==> src/rtl/bin2bcd_seq_pkg.sv <==
// Shared constants and state encoding for the sequential binary-to-BCD converter.
package bin2bcd_seq_pkg;

    localparam int BIN_W  = 10;
    localparam int BCD_W  = 12;
    localparam int N_ITER = 10;

    localparam logic [BIN_W-1:0] MAX_VAL    = 10'd999;
    localparam logic [3:0]       LAST_ITER  = 4'(N_ITER - 1);
    localparam logic [BCD_W-1:0] SAT_DIGITS = 12'h999;

    typedef logic [1:0] state_t;

    localparam state_t ST_IDLE  = 2'b00;
    localparam state_t ST_SHIFT = 2'b01;
    localparam state_t ST_DONE  = 2'b10;

    function automatic logic above_max(input logic [BIN_W-1:0] value);
        return (value > MAX_VAL);
    endfunction

endpackage

==> src/rtl/bin2bcd_seq_add3.sv <==
// Double-dabble digit correction: a BCD digit of 5 or more gets 3 added before the shift.
module bcd_add3 (
    input  logic [3:0] digit,
    output logic [3:0] corrected
);

    // Combinational add-3 correction for one BCD digit
    always_comb begin
        corrected = digit;
        if (digit >= 4'd5) begin
            corrected = digit + 4'd3;
        end else begin
            corrected = digit;
        end
    end

endmodule

==> src/rtl/bin2bcd_seq.sv <==
// Sequential 10-bit binary to 3-digit BCD converter, one shift-add-3 iteration per cycle.
module bin2bcd_seq
    import bin2bcd_seq_pkg::*;
#(
    parameter bit SATURATE = 1'b1
) (
    input  logic              Clock,
    input  logic              Reset,
    input  logic              Start,
    input  logic [BIN_W-1:0]  Bin,
    output logic [BCD_W-1:0]  Digits,
    output logic              Busy,
    output logic              Done,
    output logic              Ovf
);

    state_t             state_r;
    state_t             next_state_s;
    logic [BIN_W-1:0]   operand_r;
    logic [BCD_W-1:0]   scratch_r;
    logic [3:0]         iter_r;
    logic               ovf_pend_r;
    logic [BCD_W-1:0]   digits_r;
    logic               busy_r;
    logic               done_r;
    logic               ovf_r;
    logic [BCD_W-1:0]   corrected_s;
    logic [BCD_W-1:0]   scratch_next_s;
    logic               last_iter_s;

    for (genvar d = 0; d < 3; d++) begin : g_digit
        bcd_add3 u_add3 (
            .digit     (scratch_r[4*d +: 4]),
            .corrected (corrected_s[4*d +: 4])
        );
    end

    // The thousands bit falls off the top here, which is what gives modulo-1000 results.
    // Shift the corrected scratch left, pulling in the operand MSB
    always_comb begin
        scratch_next_s = {corrected_s[BCD_W-2:0], operand_r[BIN_W-1]};
        last_iter_s    = (iter_r == LAST_ITER);
    end

    // Next-state logic
    always_comb begin
        next_state_s = ST_IDLE;
        case (state_r)
            ST_IDLE: begin
                if (Start) begin
                    next_state_s = ST_SHIFT;
                end else begin
                    next_state_s = ST_IDLE;
                end
            end
            ST_SHIFT: begin
                if (last_iter_s) begin
                    next_state_s = ST_DONE;
                end else begin
                    next_state_s = ST_SHIFT;
                end
            end
            ST_DONE: begin
                next_state_s = ST_IDLE;
            end
            default: begin
                next_state_s = ST_IDLE;
            end
        endcase
    end

    // State register
    always_ff @(posedge Clock or posedge Reset) begin
        if (Reset) begin
            state_r <= ST_IDLE;
        end else begin
            state_r <= next_state_s;
        end
    end

    // Operand capture, iteration datapath and registered outputs
    always_ff @(posedge Clock or posedge Reset) begin
        if (Reset) begin
            operand_r  <= 10'd0;
            scratch_r  <= 12'd0;
            iter_r     <= 4'd0;
            ovf_pend_r <= 1'b0;
            digits_r   <= 12'h000;
            busy_r     <= 1'b0;
            done_r     <= 1'b0;
            ovf_r      <= 1'b0;
        end else begin
            case (state_r)
                ST_IDLE: begin
                    done_r <= 1'b0;
                    if (Start) begin
                        operand_r  <= Bin;
                        scratch_r  <= 12'd0;
                        iter_r     <= 4'd0;
                        ovf_pend_r <= above_max(Bin);
                        busy_r     <= 1'b1;
                    end
                end
                ST_SHIFT: begin
                    scratch_r <= scratch_next_s;
                    operand_r <= {operand_r[BIN_W-2:0], 1'b0};
                    iter_r    <= iter_r + 4'd1;
                    if (last_iter_s) begin
                        busy_r   <= 1'b0;
                        done_r   <= 1'b1;
                        ovf_r    <= ovf_pend_r;
                        digits_r <= (SATURATE && ovf_pend_r) ? SAT_DIGITS : scratch_next_s;
                    end
                end
                ST_DONE: begin
                    done_r <= 1'b0;
                    busy_r <= 1'b0;
                end
                default: begin
                    busy_r <= 1'b0;
                    done_r <= 1'b0;
                end
            endcase
        end
    end

    assign Digits = digits_r;
    assign Busy   = busy_r;
    assign Done   = done_r;
    assign Ovf    = ovf_r;

endmodule

==> config.mk <==
export PLATFORM = sky130hd
export DESIGN_NAME = bin2bcd_seq
export DESIGN_NICKNAME = d
export VERILOG_FILES = /design/src/rtl/bin2bcd_seq_pkg.sv /design/src/rtl/bin2bcd_seq_add3.sv /design/src/rtl/bin2bcd_seq.sv
export SDC_FILE = /design/constraint.sdc
export NUM_CORES = 1
export LEC_CHECK = 0
export CAP_MARGIN = 15
export CELL_PAD_IN_SITES_DETAIL_PLACEMENT = 0
export CELL_PAD_IN_SITES_GLOBAL_PLACEMENT = 1
export CORE_AREA = 5 5 100 102
export DETAILED_ROUTE_END_ITERATION = 10
export DIE_AREA = 0 0 105 107
export PLACE_DENSITY = 0.5
export SYNTH_ARGS = -nofsm -noshare
export SYNTH_HDL_FRONTEND = slang
export SYNTH_HIERARCHICAL = 1
export SYNTH_SLANG_ARGS = --single-unit
==> constraint.sdc <==
create_clock -name Clock -period 3 [get_ports Clock]
set_input_delay 0.45 -clock Clock [delete_from_list [all_inputs] [get_ports Clock]]
set_output_delay 0.45 -clock Clock [all_outputs]
set_load 0.005 [all_outputs]
==> flow_metrics.tcl <==
set metrics [dict create \
    nNetsFinal 253 \
    slew_viol_final 0 \
    drt_iter0_drc 52 \
    synth_nets 225 \
    vdd_drop_max_uv 265 \
    globalplace.congestion 0.683 \
    grt_pass1_wl_um 7960 \
    cts.htree.levels 2 \
    max_freq_mhz 579 \
    min_path_type "reg2reg" \
    synthToLayoutAreaGrowth_pct 23.3 \
    first_pass_iters 4 \
    cp_common_cell "a21o_1" \
    syn_area_um2 2170 \
    utilization_pct 29.6 \
    final_layout_size_suffix_gt1_share_pct 11.6 \
    start_util_pct 24.0 \
    grt_max_degree 45 \
    wirelength_um 4720 \
    die_area_um2 11200 \
    cts_buffer_depth 2 \
    min_path_cells 2 \
    dp_hpwl_um 3180 \
    remaining_drc_errors 0 \
    rows 35 \
    rsz0062_at_grt "no" \
    clock-sinks 44 \
    startpoint_type "input port" \
    cp_slowest_cell "o21bai_2" \
    period_share_pct 57.6 \
    antenna_cells 0 \
    io_pins 28 \
    crit_required_ns 3.24 \
    grt_pass1_vias 1581 \
    vias_per_cell 4.36 \
    finClkSkew_ns 0.0101 \
    cts_resized 0 \
    die_w_um 105 \
    cp_max_fo 18 \
    critPathMaxStageDelay_ns 0.55 \
    slew_headroom_pct 56.5 \
    antenna_found_initial 0 \
    hold_viol 0 \
    crit_path_end_kind "flip-flop" \
    antenna_left 0 \
    insertion_delay_ns 0.30 \
    hold_buffers 0 \
    gr-usage-all-layers_pct 8.69 \
    crit_path_cell_trace "clkdlybuf4s50_1 -> o21bai_2 -> buf_4 -> a21o_1 -> a21o_1" \
    cp_data_arrival_time_ns 1.97 \
    clkTransAtPathRegs_ns 0.09 \
    cts_tree "done" \
    tightest_slew_ns 0.652 \
    path_class "in2reg" \
    power_density_nw_per_um2 1100 \
    power.leakage_nw 1.24 \
    die_h_um 107 \
    cts_buffers 5 \
    grt_overflow_total 0 \
    status "finished, final reports clean" \
    tns_ns 0 \
    portBuffers 27 \
    vias 1500 \
    yosysWarnings 6 \
    cts_root_buffer "clkbuf_8" \
    wire_per_inst_um 13.7 \
    syn_avg_cell_area_um2 10.6 \
    setup_viol 0 \
    fin_crit_ns 1.73 \
    maxCapViolCount 0 \
    postCtsSetupRepairBufs 0 \
    r2r_cells 6 \
    synthCells 204 \
    coreArea_um2 9020 \
]
## final timing paths
kind	start	end	slack (ns)
worst max-delay path	Start	iter_r[3]	1.27
worst min-delay path	operand_r[8]	operand_r[8]	0.49
worst max register to register	scratch_r[4]	Digits[6]	1.32
worst min register to register	operand_r[8]	operand_r[8]	0.49
max in group asynchronous	Reset	operand_r[9]	1.97
min in group asynchronous	Reset	operand_r[6]	0.62
## final cells by class
type                            instances  area, um^2
Timing Repair Buffer                   32         308
Inverter                                9        33.8
Multi-Input combinational cell        140         962
Clock inverter                          1        30.0
Sequential cell                        44        1100
Clock buffer                            7        96.3
Tap cell                              111         139
Fill cell                             966        6350
## metal layers
metal	vias up	part of all wire [%]	GRT usage, %
met5	-	0	0
met4	0	0.78	2.19
met3	4	3.8	2.23
met2	27	46	13.9
met1	718	49	11.7
li1	751	-	-
## registers in the layout, summed over array words and instances (netlist names)
register,cells
state_r,2
Digits,12
Done,1
operand_r,10
Ovf,1
iter_r,4
scratch_r,12
Busy,1
ovf_pend_r,1
## placed cells by master (no fill, tap or decap), drive strengths merged, types with 2 or more instances in the layout
cell type       n
a21o            2
a21oi          16
a22o           13
buf             5
clkbuf          7
clkdlybuf4s50  27
dfrtp          44
ha              8
inv             9
mux2            8
mux2i          13
nand2          24
nand2b          7
nor2           12
nor2b           8
o21ai          17
xnor2           3
## power breakdown
part           total (mW)  internal (mW)  switching, mW
registers            1.08          0.864          0.214
clock network       0.499          0.294          0.205
logic                1.36          0.727          0.629
total                2.93           1.89           1.05
## critical path, delay by kind of cell
| family | cells | cell delay, ns |
|---|---|---|
| compound gates | 3 | 0.75 |
| buf+inv | 2 | 0.76 |
## stage by stage
| step | hold slack (ns) | cells | cell area, um^2 | worst slack, ns | total power, mW |
|---|---|---|---|---|---|
| 6_report | 0.487 | 344 | 2670 | 1.27 | 2.93 |
| 5_1_grt | 0.518 | 344 | 2670 | 1.16 | 3.20 |
| 4_1_cts | 0.495 | 344 | 2670 | 1.24 | 2.99 |
| 3_5_place_dp | 0.474 | 336 | 2540 | 0.935 | 2.47 |
| 3_3_place_gp | 0.462 | 336 | 2540 | 0.970 | 2.46 |
| 2_1_floorplan | 0.449 | 204 | 2170 | 1.33 | 2.03 |
No activity file was read; power rests on OpenSTA's default activity.
